===== config.mk =====
export PLATFORM = sky130hd
export DESIGN_NAME = lane_runner_engine_flat
export DESIGN_NICKNAME = d
export VERILOG_FILES = /design/src/rtl/lane_runner_engine_pkg.sv /design/src/rtl/lane_runner_engine_if.sv /design/src/rtl/lane_runner_engine_obstacle.sv /design/src/rtl/lane_runner_engine.sv /design/src/flat_wrapper.sv
export SDC_FILE = /design/constraint.sdc
export NUM_CORES = 1
export LEC_CHECK = 0
export CAP_MARGIN = 20
export CORE_UTILIZATION = 40
export CTS_CLUSTER_DIAMETER = 50
export DETAILED_ROUTE_END_ITERATION = 16
export GPL_ROUTABILITY_DRIVEN = 1
export GPL_TIMING_DRIVEN = 0
export PLACE_DENSITY = 0.59
export SYNTH_ARGS = -nofsm -noshare
export SYNTH_HDL_FRONTEND = slang
export SYNTH_SLANG_ARGS = --single-unit

===== constraint.sdc =====
create_clock -name clk -period 4.25 [get_ports clk]
set_input_delay 0.425 -clock clk [delete_from_list [all_inputs] [get_ports clk]]
set_output_delay 0.425 -clock clk [all_outputs]
set_load 0.02 [all_outputs]

===== src/rtl/lane_runner_engine_pkg.sv =====
`default_nettype none
// ============================================================================
// Module   : lane_runner_pkg
// Brief    : Game-phase encoding and default geometry for the lane runner.
// Revision : 1.0
// ============================================================================
package lane_runner_pkg;

    typedef enum logic [2:0] {
        ST_IDLE = 3'd0,
        ST_PLAY = 3'd1,
        ST_HIT  = 3'd2,
        ST_WIN  = 3'd3,
        ST_OVER = 3'd4
    } state_t;

    localparam int C_NUM_LANES = 6;
    localparam int C_XW        = 10;
    localparam int C_SCREEN_W  = 640;
    localparam int C_OBJ_W     = 20;
    localparam int C_PLAYER_X  = 320;
    localparam int C_PLAYER_HW = 30;
    localparam int C_SPEED_W   = 4;
    localparam int C_LIVES     = 3;
    localparam int C_SCORE_MAX = 10;
    localparam int C_HIT_TICKS = 8;

endpackage : lane_runner_pkg
`default_nettype wire


===== src/rtl/lane_runner_engine_if.sv =====
`default_nettype none
// ============================================================================
// Module   : lane_runner_engine_if
// Brief    : Control inputs and render/status outputs of the lane runner.
// Revision : 1.0
// ============================================================================
interface lane_runner_engine_if #(
    parameter int NUM_LANES = 6,
    parameter int XW        = 10,
    parameter int SPEED_W   = 4,
    parameter int LIVES     = 3,
    parameter int SCORE_MAX = 10
);
    localparam int ROW_W   = $clog2(NUM_LANES + 1);
    localparam int LIVES_W = $clog2(LIVES + 1);
    localparam int SCORE_W = $clog2(SCORE_MAX + 1);

    logic                         tick;
    logic                         start;
    logic                         btn_up;
    logic                         btn_down;
    logic [NUM_LANES*SPEED_W-1:0] lane_speed;
    logic [NUM_LANES-1:0]         lane_dir;
    logic [NUM_LANES*XW-1:0]      obs_x;
    logic [ROW_W-1:0]             player_row;
    logic [2:0]                   state;
    logic [LIVES_W-1:0]           lives;
    logic [SCORE_W-1:0]           score;
    logic                         hit;

    modport master (
        output tick, start, btn_up, btn_down, lane_speed, lane_dir,
        input  obs_x, player_row, state, lives, score, hit
    );

    modport slave (
        input  tick, start, btn_up, btn_down, lane_speed, lane_dir,
        output obs_x, player_row, state, lives, score, hit
    );

endinterface : lane_runner_engine_if
`default_nettype wire


===== src/rtl/lane_runner_engine_obstacle.sv =====
`default_nettype none
// ============================================================================
// Module   : lane_obstacle
// Brief    : One scrolling obstacle X register with modulo-SCREEN_W wrap.
// Revision : 1.0
// ============================================================================
module lane_obstacle #(
    parameter int XW       = 10,
    parameter int SPEED_W  = 4,
    parameter int SCREEN_W = 640,
    parameter int INIT_X   = 0
) (
    input  wire logic               clk,
    input  wire logic               rst_n,
    input  wire logic               i_en,
    input  wire logic               i_load,
    input  wire logic [SPEED_W-1:0] i_speed,
    input  wire logic               i_dir,
    output logic      [XW-1:0]      o_x
);
    localparam logic [XW:0]   C_SCREEN = (XW+1)'(SCREEN_W);
    localparam logic [XW-1:0] C_INIT   = XW'(INIT_X);

    logic [XW-1:0] r_x;
    logic [XW:0]   w_x_ext;
    logic [XW:0]   w_spd;
    logic [XW:0]   w_sum;
    logic [XW:0]   w_right;
    logic [XW:0]   w_left;
    logic [XW-1:0] w_next;

    // One extra bit keeps x + s and x + SCREEN_W - s from overflowing.
    assign w_x_ext = {1'b0, r_x};
    assign w_spd   = (XW+1)'(i_speed);
    assign w_sum   = w_x_ext + w_spd;
    assign w_right = (w_sum >= C_SCREEN) ? (w_sum - C_SCREEN) : w_sum;
    assign w_left  = (w_x_ext < w_spd) ? (w_x_ext + C_SCREEN - w_spd) : (w_x_ext - w_spd);
    assign w_next  = i_dir ? XW'(w_left) : XW'(w_right);

    always_ff @(posedge clk or negedge rst_n) begin
        if (!rst_n) begin
            r_x <= C_INIT;
        end else if (i_load) begin
            r_x <= C_INIT;
        end else if (i_en) begin
            r_x <= w_next;
        end
    end

    assign o_x = r_x;

endmodule : lane_obstacle
`default_nettype wire


===== src/rtl/lane_runner_engine.sv =====
`default_nettype none
// ============================================================================
// Module   : lane_runner_engine
// Brief    : Game-phase FSM, player row, collision, lives and score.
// Revision : 1.0
// ============================================================================
module lane_runner_engine
    import lane_runner_pkg::*;
#(
    parameter int NUM_LANES = C_NUM_LANES,
    parameter int XW        = C_XW,
    parameter int SCREEN_W  = C_SCREEN_W,
    parameter int OBJ_W     = C_OBJ_W,
    parameter int PLAYER_X  = C_PLAYER_X,
    parameter int PLAYER_HW = C_PLAYER_HW,
    parameter int SPEED_W   = C_SPEED_W,
    parameter int LIVES     = C_LIVES,
    parameter int SCORE_MAX = C_SCORE_MAX,
    parameter int HIT_TICKS = C_HIT_TICKS
) (
    input  wire logic          clk,
    input  wire logic          reset,
    lane_runner_engine_if.slave bus
);
    localparam int ROW_W   = $clog2(NUM_LANES + 1);
    localparam int LIVES_W = $clog2(LIVES + 1);
    localparam int SCORE_W = $clog2(SCORE_MAX + 1);
    localparam int CNT_W   = $clog2(HIT_TICKS + 1);

    localparam logic [ROW_W-1:0]   C_START_ROW = ROW_W'(NUM_LANES);
    localparam logic [LIVES_W-1:0] C_LIVES_INI = LIVES_W'(LIVES);
    localparam logic [SCORE_W-1:0] C_SCORE_TOP = SCORE_W'(SCORE_MAX);
    localparam logic [CNT_W-1:0]   C_HIT_LAST  = CNT_W'(HIT_TICKS - 1);
    localparam logic [XW:0]        C_HIT_RIGHT = (XW+1)'(PLAYER_X + PLAYER_HW);
    localparam logic [XW:0]        C_HIT_LEFT  = (XW+1)'(PLAYER_X - PLAYER_HW);
    localparam logic [XW:0]        C_OBJ       = (XW+1)'(OBJ_W);

    state_t             r_state, w_state_nxt;
    logic [ROW_W-1:0]   r_row, w_row_nxt;
    logic [LIVES_W-1:0] r_lives, w_lives_nxt;
    logic [SCORE_W-1:0] r_score, w_score_nxt;
    logic [CNT_W-1:0]   r_cnt, w_cnt_nxt;
    logic               r_hit, w_hit_nxt;
    logic               w_reinit;
    logic               w_obs_en;
    logic               w_up, w_down, w_cross, w_collide;
    logic [SCORE_W-1:0] w_score_inc;
    logic [XW-1:0]      w_lane_x;

    assign w_obs_en = bus.tick && ((r_state == ST_PLAY) || (r_state == ST_HIT));

    for (genvar gi = 0; gi < NUM_LANES; gi++) begin : g_lane
        lane_obstacle #(
            .XW       (XW),
            .SPEED_W  (SPEED_W),
            .SCREEN_W (SCREEN_W),
            .INIT_X   (gi * (SCREEN_W / NUM_LANES))
        ) u_obstacle (
            .clk     (clk),
            .rst_n   (reset),
            .i_en    (w_obs_en),
            .i_load  (w_reinit),
            .i_speed (bus.lane_speed[gi*SPEED_W +: SPEED_W]),
            .i_dir   (bus.lane_dir[gi]),
            .o_x     (bus.obs_x[gi*XW +: XW])
        );
    end

    always_comb begin
        w_lane_x = '0;
        for (int i = 0; i < NUM_LANES; i++) begin
            if (r_row == ROW_W'(i)) begin
                w_lane_x = bus.obs_x[i*XW +: XW];
            end
        end
    end

    // Obstacle span is compared unwrapped; the start row never matches a lane.
    assign w_collide   = (r_state == ST_PLAY) && (r_row < C_START_ROW) &&
                         ({1'b0, w_lane_x} < C_HIT_RIGHT) &&
                         (({1'b0, w_lane_x} + C_OBJ) > C_HIT_LEFT);
    assign w_up        = bus.btn_up && !bus.btn_down;
    assign w_down      = bus.btn_down && !bus.btn_up;
    assign w_cross     = w_up && (r_row == '0);
    assign w_score_inc = r_score + 1'b1;

    always_comb begin
        w_state_nxt = r_state;
        w_row_nxt   = r_row;
        w_lives_nxt = r_lives;
        w_score_nxt = r_score;
        w_cnt_nxt   = r_cnt;
        w_hit_nxt   = 1'b0;
        w_reinit    = 1'b0;
        case (r_state)
            ST_IDLE: begin
                if (bus.start) w_state_nxt = ST_PLAY;
            end
            ST_PLAY: begin
                // A winning crossing beats a collision in lane 0.
                if (w_cross && (w_score_inc == C_SCORE_TOP)) begin
                    w_score_nxt = w_score_inc;
                    w_row_nxt   = C_START_ROW;
                    w_state_nxt = ST_WIN;
                end else if (w_collide) begin
                    w_hit_nxt   = 1'b1;
                    w_lives_nxt = r_lives - 1'b1;
                    w_row_nxt   = C_START_ROW;
                    w_cnt_nxt   = '0;
                    w_state_nxt = ST_HIT;
                end else if (w_cross) begin
                    w_score_nxt = w_score_inc;
                    w_row_nxt   = C_START_ROW;
                end else if (w_up) begin
                    w_row_nxt = r_row - 1'b1;
                end else if (w_down && (r_row < C_START_ROW)) begin
                    w_row_nxt = r_row + 1'b1;
                end
            end
            ST_HIT: begin
                if (bus.tick) begin
                    if (r_cnt == C_HIT_LAST) begin
                        w_cnt_nxt   = '0;
                        w_state_nxt = (r_lives == '0) ? ST_OVER : ST_PLAY;
                    end else begin
                        w_cnt_nxt = r_cnt + 1'b1;
                    end
                end
            end
            ST_WIN, ST_OVER: begin
                if (bus.start) begin
                    w_reinit    = 1'b1;
                    w_lives_nxt = C_LIVES_INI;
                    w_score_nxt = '0;
                    w_row_nxt   = C_START_ROW;
                    w_cnt_nxt   = '0;
                    w_state_nxt = ST_PLAY;
                end
            end
            default: w_state_nxt = ST_IDLE;
        endcase
    end

    always_ff @(posedge clk or negedge reset) begin
        if (!reset) begin
            r_state <= ST_IDLE;
            r_row   <= C_START_ROW;
            r_lives <= C_LIVES_INI;
            r_score <= '0;
            r_cnt   <= '0;
            r_hit   <= 1'b0;
        end else begin
            r_state <= w_state_nxt;
            r_row   <= w_row_nxt;
            r_lives <= w_lives_nxt;
            r_score <= w_score_nxt;
            r_cnt   <= w_cnt_nxt;
            r_hit   <= w_hit_nxt;
        end
    end

    assign bus.player_row = r_row;
    assign bus.state      = r_state;
    assign bus.lives      = r_lives;
    assign bus.score      = r_score;
    assign bus.hit        = r_hit;

endmodule : lane_runner_engine
`default_nettype wire


===== src/flat_wrapper.sv =====
// flat-port wrapper written by rule: the top's interface ports become plain ports
module lane_runner_engine_flat import lane_runner_pkg::*;
#(
    parameter int NUM_LANES = C_NUM_LANES,
    parameter int XW        = C_XW,
    parameter int SCREEN_W  = C_SCREEN_W,
    parameter int OBJ_W     = C_OBJ_W,
    parameter int PLAYER_X  = C_PLAYER_X,
    parameter int PLAYER_HW = C_PLAYER_HW,
    parameter int SPEED_W   = C_SPEED_W,
    parameter int LIVES     = C_LIVES,
    parameter int SCORE_MAX = C_SCORE_MAX,
    parameter int HIT_TICKS = C_HIT_TICKS
)
  (clk, reset, bus_tick, bus_start, bus_btn_up, bus_btn_down, bus_lane_speed, bus_lane_dir, bus_obs_x, bus_player_row, bus_state, bus_lives, bus_score, bus_hit);
  lane_runner_engine_if #(.NUM_LANES(NUM_LANES), .XW(XW), .SPEED_W(SPEED_W), .LIVES(LIVES), .SCORE_MAX(SCORE_MAX)) bus_i ();
  input  wire logic clk;
  input  wire logic reset;
  input wire logic [$bits(bus_i.tick)-1:0] bus_tick;
  input wire logic [$bits(bus_i.start)-1:0] bus_start;
  input wire logic [$bits(bus_i.btn_up)-1:0] bus_btn_up;
  input wire logic [$bits(bus_i.btn_down)-1:0] bus_btn_down;
  input wire logic [$bits(bus_i.lane_speed)-1:0] bus_lane_speed;
  input wire logic [$bits(bus_i.lane_dir)-1:0] bus_lane_dir;
  output wire logic [$bits(bus_i.obs_x)-1:0] bus_obs_x;
  output wire logic [$bits(bus_i.player_row)-1:0] bus_player_row;
  output wire logic [$bits(bus_i.state)-1:0] bus_state;
  output wire logic [$bits(bus_i.lives)-1:0] bus_lives;
  output wire logic [$bits(bus_i.score)-1:0] bus_score;
  output wire logic [$bits(bus_i.hit)-1:0] bus_hit;
  assign bus_i.tick = bus_tick;
  assign bus_i.start = bus_start;
  assign bus_i.btn_up = bus_btn_up;
  assign bus_i.btn_down = bus_btn_down;
  assign bus_i.lane_speed = bus_lane_speed;
  assign bus_i.lane_dir = bus_lane_dir;
  assign bus_obs_x = bus_i.obs_x;
  assign bus_player_row = bus_i.player_row;
  assign bus_state = bus_i.state;
  assign bus_lives = bus_i.lives;
  assign bus_score = bus_i.score;
  assign bus_hit = bus_i.hit;
  lane_runner_engine #(.NUM_LANES(NUM_LANES), .XW(XW), .SCREEN_W(SCREEN_W), .OBJ_W(OBJ_W), .PLAYER_X(PLAYER_X), .PLAYER_HW(PLAYER_HW), .SPEED_W(SPEED_W), .LIVES(LIVES), .SCORE_MAX(SCORE_MAX), .HIT_TICKS(HIT_TICKS)) u_core (.clk(clk), .reset(reset), .bus(bus_i));
endmodule

# Yosys cells after proc, flatten, opt, wreduce, memory -nomap -nowiden
# Cells that the tools add are included.
# op_classes
n_addsub,36
magnitude_cmp,15
eq_ne,21
mux,69
n_reduce_logical,25
# ops
operator,count
two-way mux 10 bit,36
subtractor 10 x 4 -> 10 bit,12
adder 10 x 4 -> 11 bit,6
greater-or-equal comparator 11 x 10 -> 1 bit (second input constant),6
adder 10 bit (second input constant),6
< comparator 10 x 4 -> 1 bit,6
subtractor 10 bit (second input constant),6
two-way mux 3 bit,12
two-way mux 4 bit,8
== test 3 x 2 -> 1 bit (second input constant),4
one-hot mux 4 bit (3 select lines),1
AND reduction 4 bit,3
adder 10 x 5 -> 11 bit (second input constant),1
greater-than comparator 11 x 9 -> 1 bit (second input constant),1
< comparator 10 x 9 -> 1 bit (second input constant),1
== test 3 bit (second input constant),3
logical AND 1 bit,9
one-hot mux 3 bit (3 select lines),1
adder 4 x 1 -> 4 bit (second input constant),2
!= test 2 bit (second input constant),4
one-hot mux 4 bit (2 select lines),1
== test 3 x 1 -> 1 bit (second input constant),2
logical NOT 3 bit,2
two-way mux 2 bit,3
other kinds (22),30
# word_totals
ff_bits,77
input_bits,36
out_inout_bits,73
wordCells,178

# Depth between registers and ports, before layout
# Gate-level depths: netlist of the first run.
# logic_depth
ltp_word,13
depth_mapped,19
mapped_depth_nobuf,17

# Cells and area by module
# A second synthesis of the first run with hierarchy kept.
# hier_totals
hier_cells,1588
area_unflattened_um2,12767.2
# by_module_without_submodules
module,n_inst,cells_per_inst,area_each_um2,seq_area_each_um2
lane_obstacle (u_core.g_lane[4].u_obstacle),1,260,2063.2,255.2
lane_runner_engine,1,262,2021.9,430.4
lane_obstacle (u_core.g_lane[2].u_obstacle),1,221,1776.7,255.2
lane_obstacle (u_core.g_lane[3].u_obstacle),1,216,1776.7,257.7
lane_obstacle (u_core.g_lane[1].u_obstacle),1,217,1774.2,255.2
lane_obstacle (u_core.g_lane[5].u_obstacle),1,204,1687.9,254.0
lane_obstacle (u_core.g_lane[0].u_obstacle),1,208,1666.6,250.2

# Least setup slack after synthesis of the first run
# OpenSTA, ideal clock, no wires.
# synth_timing
path_type,register -> register
startpoint,register u_core.r_row[2] (netlist: u_core.bus.player_row[2])
endpoint,register u_core.r_score[0] (netlist: u_core.bus.score[0])
setup_time_ns,0.081
t_arrival_ns,3.601
required_ns,4.169
slack_ns,0.568
stages_incl_launch_ff,18
n_path_buf,4
period_less_slack_ns,3.682
cell_sequence,dfstp_2 -> buf_6 -> inv_1 -> ha_1 -> buf_2 -> clkbuf_1 -> nor2_1 -> a22oi_1 -> a32oi_1 -> inv_1 -> ha_1 -> or4b_1 -> o21ai_1 -> a221oi_4 -> and2_1 -> buf_6 -> nor2_4 -> mux2i_1
# synth_between
elab_chain_cells,12
word_cells_on_any_way,26
classes_between,1 x add/sub; 3 x order compare; 7 x eq/ne; 8 x mux; 7 x reduce/logical
# synth_lines
item,line_no,text
from (decl),lane_runner_engine.sv:39,"logic [ROW_W-1:0] r_row, w_row_nxt;"
from (signal assigned),lane_runner_engine.sv:154,r_row <= w_row_nxt;
logical NOT 3 bit,"lane_runner_engine.sv:72, lane_runner_engine.sv:84",
two-way mux 10 bit (6 in a row),lane_runner_engine.sv:72,if (r_row == ROW_W'(i)) begin
adder 10 x 5 -> 11 bit / < comparator 10 x 9 -> 1 bit (equally long branches),"lane_runner_engine.sv:81, lane_runner_engine.sv:80",
greater-than comparator 11 x 9 -> 1 bit / logical AND 1 bit (equally long branches),"lane_runner_engine.sv:81, lane_runner_engine.sv:79",
logical AND 1 bit,lane_runner_engine.sv:80,"({1'b0, w_lane_x} < C_HIT_RIGHT) &&"
!= test 3 bit (no line),n/a,
AND reduction 4 bit (no line),n/a,
to (signal assigned),lane_runner_engine.sv:156,r_score <= w_score_nxt;
to (decl),lane_runner_engine.sv:41,"logic [SCORE_W-1:0] r_score, w_score_nxt;"
# Several ways; a longest one is shown, not always the timed one.
# A chain may end at the register's enable or synchronous reset.

# Final worst setup path of the first run
# layout_timing
startpoint,register u_core.r_row[2] (netlist: u_core.bus.player_row[2])
endpoint,register u_core.r_score[3] (netlist: u_core.bus.score[3])
# Same word-level chain as after synthesis.

==> results of run 1 <==
[path summary, 6_finish.rpt]
kind / from / endpoint / slack (ns) / depth (start not counted)
worst max-delay path: u_core.bus.player_row[2] / u_core.bus.score[3] / 0.18 / 18
worst min-delay path: reset / u_core.g_lane[1].u_obstacle.o_x[7] / 0.04 / 1
worst max register to register: u_core.bus.player_row[2] / u_core.bus.score[3] / 0.18 / 18
worst min register to register: u_core.bus.lives[1] / u_core.bus.lives[1] / 0.50 / 2
max in group asynchronous: reset / u_core.g_lane[5].u_obstacle.o_x[9] / 3.53 / 2
min in group clk: bus_start / u_core.bus.state[0] / 0.44 / 3
[where the power goes]
| group | internal, W | total [W] | switching, W |
|---|---|---|---|
| clock network | 0.000515 | 0.000865 | 0.000350 |
| logic | 0.00306 | 0.00712 | 0.00406 |
| registers | 0.00110 | 0.00174 | 0.000647 |
[cell usage after synthesis (18+ instances only)]
cell type / number / area share
xnor2_1: 92 / 0.071
o21ai_0: 94 / 0.042
nand3_1: 72 / 0.032
fa_1: 30 / 0.053
nor3_1: 29 / 0.013
dfrtp_1: 52 / 0.11
nand2_1: 134 / 0.044
a31oi_1: 22 / 0.012
clkbuf_1: 52 / 0.017
o21bai_1: 20 / 0.013
ha_1: 155 / 0.17
dfstp_2: 25 / 0.058
mux2i_1: 27 / 0.024
a21oi_1: 86 / 0.038
inv_1: 176 / 0.058
o211ai_1: 34 / 0.023
nor2_1: 66 / 0.022
a22oi_1: 18 / 0.012
[timing repair]
action                                  CTS  global route
gates resized for setup                   3            13
buffers inserted                          2             3
endpoints found under the setup margin   11            13
pin swaps                                 0             2
gates cloned                              0             0
[placed cells by master (no fill, tap or decap), types with 8 or more instances in the layout]
cell             count
o21ai_0             92
a22oi_1             17
o21ai_1              8
a21oi_1             85
clkbuf_16            9
xnor2_1             92
inv_1              175
nand2b_1            14
fa_1                30
clkbuf_1            51
o21bai_1            20
nand4_1              9
o22ai_1             13
dfrtp_1             52
nor2b_1             16
o211ai_1            34
nand2_1            134
xor2_1              16
mux2i_1             27
nand3_1             72
buf_4               11
dfstp_2             25
and2_1               9
a31oi_1             22
a32o_1               8
ha_1               154
nor2_1              66
o21a_1              15
nor3_1              29
o31ai_1             12
nand3b_1            11
clkdlybuf4s50_1    104
[cell type report]
cell class / count / area (um2) / share of cell area
multi-input combinational: 1126 / 8458 / 0.6366
sequential: 77 / 1958 / 0.1474
timing repair buffer: 112 / 1121 / 0.08438
inverter: 178 / 671.9 / 0.05057
tap: 378 / 473.0 / 0.03560
buffer: 64 / 287.8 / 0.02166
clock buffer: 10 / 229.0 / 0.01723
clock inverter: 6 / 87.58 / 0.006592
[per-stage QoR]
stage               hold slack, ns  power [W]  instances  TNS [ns]  utilization
finish                     0.03866   0.009734       1951         0       0.4769
floorplan                   0.1294   0.006615       1446         0            -
CTS                        0.05282   0.009664       1949         0       0.4749
global placement            0.4815   0.008652       1929    -22.20       0.4614
detailed placement          0.4357   0.008720       1931   -0.8966       0.4626
global route               0.06845    0.01064       1951  -0.01247       0.4769
[registers in the layout, indices dropped and copies added (netlist names)]
register,count
u_core.bus.state,3
u_core.r_cnt,4
u_core.bus.score,4
u_core.bus.player_row,3
u_core.g_lane.u_obstacle.o_x,60
u_core.bus.lives,2
u_core.bus.hit,1
[cells by family (layout without fill, tap and decap cells)]
family / count (synthesis) / after routing / synth area share
buffers and inverters: 243 / 370 / 0.08415
xor gates and xnor gates: 108 / 108 / 0.08349
adders and majority gates: 185 / 185 / 0.2242
AOI/OAI and AO/OA: 414 / 414 / 0.2438
and+or+nand+nor: 388 / 388 / 0.1637
muxes: 31 / 31 / 0.02783
DFF: 77 / 77 / 0.1728
[per-layer routing]
metal | vias up | track usage
met4 | 0 | 0.06737
met5 | - | 0
met2 | 275 | 0.4227
li1 | 5319 | -
met1 | 5223 | 0.3456
met3 | 49 | 0.02442
[worst reg2reg max path, stage by stage, from the launching register on]
cell	delay, ns
dfstp_2	0.55
buf_6	0.14
clkinvlp_4	0.14
ha_1	0.22
buf_2	0.18
buf_4	0.20
nor2_1	0.16
a22oi_2	0.08
a32oi_2	0.27
inv_1	0.07
ha_1	0.24
o31ai_1	0.11
or4b_1	0.54
o21ai_1	0.26
a221oi_4	0.14
and2_1	0.19
buf_6	0.13
nor2_4	0.17
mux2i_1	0.19
==> metrics.md, run 1 <==
| Metric | Value |
|---|---|
| Die W | ~170 um |
| Via count | 10870 |
| Share of layout cells above drive strength 1 | 0.05658 |
| Fin. Hold Viols | 0 |
| Die area | 29000 um2 |
| Wl on met1 | between 15000 and 20000 um |
| Status | complete, no violations |
| WL/cell | 18.35 um |
| Post-synthesis register bit count | 77 |
| Fill cell count | roughly 2800 |
| Antenna violations before repair | 0 |
| DR WL met3 | between 1000 and 1500 um |
| Startpoint types | flop |
| Drt drc | 0 |
| Gr ovfl total | 0 |
| Via/cell ratio | about 5.6 |
| Sequential cell area fraction in the yosys report | 0.1728 |
| WS Path Type | reg2reg |
| Vias in the first global route | around 11000 |
| Post-Place Cell Area | roughly 13000 um2 |
| Buffer and inverter count on the worst path | 6 |
| Max layer used | met4 |
| Antenna Violating Nets Remaining | 0 |
| Area Growth Syn to Fin | 17.27% |
| Unique masters post-synth | 79 |
| Nets | ~1800 |
| Mapped Area | 11330 um2 |
| RePlAce Congestion | about 0.94 |
| Critical path arrival | roughly 4.3 ns |
| Main flop type after synthesis | dfrtp_1 |
| Dpl hpwl | between 20000 and 30000 um |
| Chip height | 170.3 um |
| CTS tree | built |
| Global Route Usage Sum | 0.2526 |
| Place WS | -0.1437 ns |
| Actual slew at the worst max-slew pin | between 1 and 1.5 ns |
| Clk buf depth | 2 |
| Design Area, Final | between 10000 and 15000 um2 |
| Delay-heaviest family, CP | simple AND/OR/NAND/NOR gates |
| P_leak | between 5 and 6 nW |
| 1st-pass router iterations | 5 |
| Pwr Density | 732.6 nW/um2 |
| Core area | 27860 um2 |
| Critical Path Fanout Max | 10 |
| Worst Setup End Kind | flop |
| Number of diodes | 0 |
| Routed wl met2 | 16690 um |
| Clk_lat worst skew | around 0.36 ns |
| Clock-pin slew on the worst setup and hold paths | 0.07 ns |
| # Max-Cap Violations | 0 |
| Max_slew headroom | 0.2900 |
| First-pass GRT wire length | between 50000 and 60000 um |
| Slowest cell delay on critical path | between 0.5 and 0.6 ns |
| Synth Instances | between 1000 and 1500 |
| Post-route minimum period | 4.066 ns |
| Pin count of the biggest net entering global routing | 48 |
| Worst Setup Slack, final | about 0.18 ns |
| Io pins | between 100 and 150 |
| CTS Hold Bufs | 0 |
| Number of CTS-inserted buffers | 9 |
| Yosys Warn Count | 0 |
| Asr flop ratio synth | 1.000 |
| EDFF count, synth | 0 |
| Syn nets | between 1500 and 2000 |
| Maximum clock frequency | roughly 0.25 GHz |
| Final Skew | slightly above 0.01 ns |
| Final setup fails | 0 |
| Worst Path Required | about 4.5 ns |
| Max-slew violations | 0 |
| CTS root buf | clkbuf_16 |
| Port Buffers | 105 |
| Final period utilization | 0.9567 |
| Max IR drop VDD | between 300 and 400 uV |
| Cell with the largest stage delay on the worst path | dfstp_2 |
| Initial core utilization | 0.4067 |
| Synthesized area per cell | between 7 and 8 um2 |
| H-tree depth reported by CTS | 3 |
| Rows | around 60 |
| Initial DRC count | approximately 800 |
| Type of the most critical hold path | in2async |
| Sink Count | between 70 and 80 |
| Cell Chain, Critical Path | buf_6, clkinvlp_4, ha_1, buf_2, buf_4, nor2_1, a22oi_2, a32oi_2, inv_1, ha_1, o31ai_1, or4b_1, o21ai_1, a221oi_4, and2_1, buf_6, nor2_4, mux2i_1 |
| Routed WL | 35800 um |
No activity file was read; power rests on OpenSTA's default activity.
==> run 2, diff against run 1 <==
- ABC_AREA: not set -> 1
- CAP_MARGIN: 20 -> 15
- CORE_MARGIN: not set -> 8
==> run 2 against run 1 <==
Effect of this change:
- clock skew decreased by 0.0010 ns
- largest cell class unchanged
- final area shrank 3.0%
- combinational power up 9.7%
- first-iteration DRC count is 12% lower
- largest power group unchanged
- sequential cell count is the same
- sequential power decreased by 3%
- routed wire length shrank 4.8%
- die area up 14%
- cell count up 6.5%
- synthesized cell count is 11% higher
- highest routed layer unchanged
==> metrics.md, run 2 <==
| Metric | Value |
|---|---|
| Clock-pin slew on the worst setup and hold paths | 0.07 ns |
| Most frequent cells in the layout | nand2_1 (336), inv_1 (269), ha_1 (155) |
| Syn nets | 1827 |
| Cell Chain, Critical Path | clkdlybuf4s50_1, ha_1, inv_1, fa_1, nor2_1, o21ai_0, a21boi_0, nand2_1, xor2_1, ha_1, inv_1, nand2_1, nand2_1, inv_1, nand2_1, nand2_1, nand2_1, nand2_1, nand2_1, nand2_1, o21ai_0 |
| Sink Count | 77 |
| Number of diodes | 0 |
| Routed WL | about 34000 um |
| Fin util | 0.4690 |
| CTS root buf | clkbuf_16 |
| Asr flop ratio synth | 1.000 |
| Gr ovfl total | 0 |
| Startpoint types | input pin |
| 1st-pass router iterations | 5 |
| Antenna Violating Nets Remaining | 0 |
| Synth top area cells | ha_1 (18%), dfrtp_1 (12%), nand2_1 (11%) |
| Critical Path Fanout Max | 3 |
| Io pins | approximately 110 |
| RePlAce Congestion | ~0.90 |
| Clk buf depth | 2 |
| Core area | about 27000 um2 |
| Post-CTS setup buffers | 0 |
| Clk_lat worst skew | 0.35 ns |
| WS Path Type | in2reg |
| Met1 Resource Use GR | 0.2766 |
| Sequential cell area fraction in the yosys report | 0.1773 |
| Antenna violations before repair | 0 |
| # Max-Cap Violations | 0 |
| Final setup TNS | 0 ns |
| Pin count of the biggest net entering global routing | 64 |
| Nets | slightly below 2000 |
| Dpl hpwl | ~27000 um |
| Vias in the first global route | about 10000 |
| Post-route minimum period | about 3.4 ns |
| Most frequent cells after synthesis | nand2_1 (336), inv_1 (269), ha_1 (155) |
| Max IR drop VDD | 366.3 uV |
| CTS tree | built |
| Final setup fails | 0 |
| Yosys Warn Count | 0 |
| WL/cell | about 16 um |
| Initial core utilization | 0.4020 |
| Cell with the largest stage delay on the worst path | clkdlybuf4s50_1 |
| Chip height | ~180 um |
| Max-slew violations | 0 |
| Unique masters post-synth | 49 |
| Routing usage on met2 | 0.3385 |
| Most Frequent Cell on Critical Path | nand2_1 |
| Main flop type after synthesis | dfrtp_1 |
| Type of the most critical hold path | in2async |
| Die W | 182.2 um |
| Max_slew headroom | 0.2985 |
| Maximum clock frequency | between 0.2 and 0.3 GHz |
| Fill cell count | 2837 |
| Via/cell ratio | about 5.2 |
| Actual slew at the worst max-slew pin | 1.052 ns |
| Buffer and inverter count on the worst path | 4 |
| Most frequent cell after synthesis | nand2_1 |
| Global Route Usage Sum | 0.2052 |
| Port Buffers | roughly 110 |
| Area Growth Syn to Fin | 16.66% |
| Via count | roughly 11000 |
| H-tree depth reported by CTS | 3 |
| Final Skew | ~0.0092 ns |
| P_leak | about 6.4 nW |
| Synth Instances | roughly 1600 |
| Met3 GRT Util | 0.03321 |
| Final period utilization | 0.7938 |
| Max reg flops | 60 |
| EDFF count, synth | 0 |
| Worst Path Required | 4.44 ns |
| Number of CTS-inserted buffers | 9 |
| Critical path arrival | between 3 and 4 ns |
| Die area | approximately 33000 um2 |
| Largest area contributor in the netlist | ha_1 |
| First-pass GRT wire length | around 55000 um |
| Worst Setup End Kind | flop |
| Delay-heaviest family, CP | adder cells |
| Initial DRC count | 712 |
| Slowest cell delay on critical path | 0.53 ns |
| Pwr Density | 800.7 nW/um2 |
| Fin. Hold Viols | 0 |
| RSZ-0062 raised after global routing | false |
| Busiest metal layer after global routing | met2 |
| Status | complete, no violations |
| Post-synthesis register bit count | 77 |
| Drt drc | 0 |
| Commonest non-fill, non-tap cell in the layout | nand2_1 |
| Mapped Area | 11050 um2 |
| Share of layout cells above drive strength 1 | 0.05142 |
| Rows | 61 |
| Yosys top cell area share | 0.1756 |
| Synthesized area per cell | between 6 and 7 um2 |
run 2: cell types whose count changed in the layout (fill, tap and decap cells not counted), sizes merged, moves of 18 or more:
| cell | before | now |
|---|---|---|
| inv | 176 | 271 |
| nand2 | 134 | 344 |
| xnor2 | 92 | 10 |
| xor2 | 16 | 92 |
| nand3 | 72 | 100 |
| clkbuf | 61 | 35 |
| a21oi | 86 | 113 |
| mux2i | 27 | 0 |
| o211ai | 34 | 16 |
| nor2 | 67 | 108 |
run 2: layout make-up:
cell class	count	area (um2)	share of cell area
buffer	34	155.1	0.01204
clock buffer	10	239.0	0.01855
clock inverter	6	62.56	0.004855
inverter	275	1035	0.08030
multi-input combinational	1220	7898	0.6129
sequential	77	1958	0.1520
tap	346	432.9	0.03360
timing repair buffer	109	1106	0.08583
run 2: logic make-up (layout without fill, tap and decap cells):
family / Yosys count / after routing / synth area share
AOI/OAI and AO/OA: 323 / 323 / 0.1682
xor gates and xnor gates: 102 / 102 / 0.08088
adders and majority gates: 185 / 185 / 0.2300
buffers and inverters: 309 / 434 / 0.1077
DFF: 77 / 77 / 0.1773
and+or+nand+nor: 610 / 610 / 0.2360
run 2: report_power, final:
part	internal [W]	leakage, nW	switching [W]
registers	0.00114	0.930	0.000549
logic	0.00291	5.33	0.00490
clock network	0.000470	0.140	0.000346
total	0.00452	6.40	0.00580
run 2: worst paths after layout:
path / cells after the start / endpoint / slack (ns) / from
max: 21 / u_core.g_lane[3].u_obstacle.o_x[9] / 0.88 / bus_lane_speed[12]
min: 2 / u_core.g_lane[4].u_obstacle.o_x[9] / 0.49 / reset
max reg2reg: 19 / u_core.g_lane[3].u_obstacle.o_x[9] / 0.96 / u_core.g_lane[3].u_obstacle.o_x[1]
min reg2reg: 2 / u_core.bus.lives[0] / 0.49 / u_core.bus.lives[0]
max in group asynchronous: 3 / u_core.g_lane[1].u_obstacle.o_x[6] / 3.10 / reset
min in group clk: 2 / u_core.bus.lives[0] / 0.49 / u_core.bus.lives[0]
run 2: routing by layer:
| layer | up-vias | wire [um] |
|---|---|---|
| met1 | 4991 | 16160 |
| met5 | - | 0 |
| met4 | 0 | 524 |
| met2 | 238 | 15680 |
| li1 | 5453 | - |
| met3 | 38 | 1727 |
run 2: what timing repair did:
action / 4_1_cts / 5_1_grt
hold buffers: 1 / 0
hold endpoints to repair: 8 / 0
gates resized for setup: 0 / 0
run 2: through the flow:
step	cells	instance area (um2)	setup WS (ns)	total power [W]	hold WS [ns]
4_1_cts	2077	12890	0.9207	0.01033	0.4927
5_1_grt	2077	12890	0.5646	0.01143	0.5133
3_5_place_dp	2060	12570	0.5834	0.009449	0.3307
6_report	2077	12890	0.8763	0.01032	0.4879
2_1_floorplan	1606	11050	1.411	0.007044	0.1294
3_3_place_gp	2059	12550	-0.4703	0.009371	0.4773
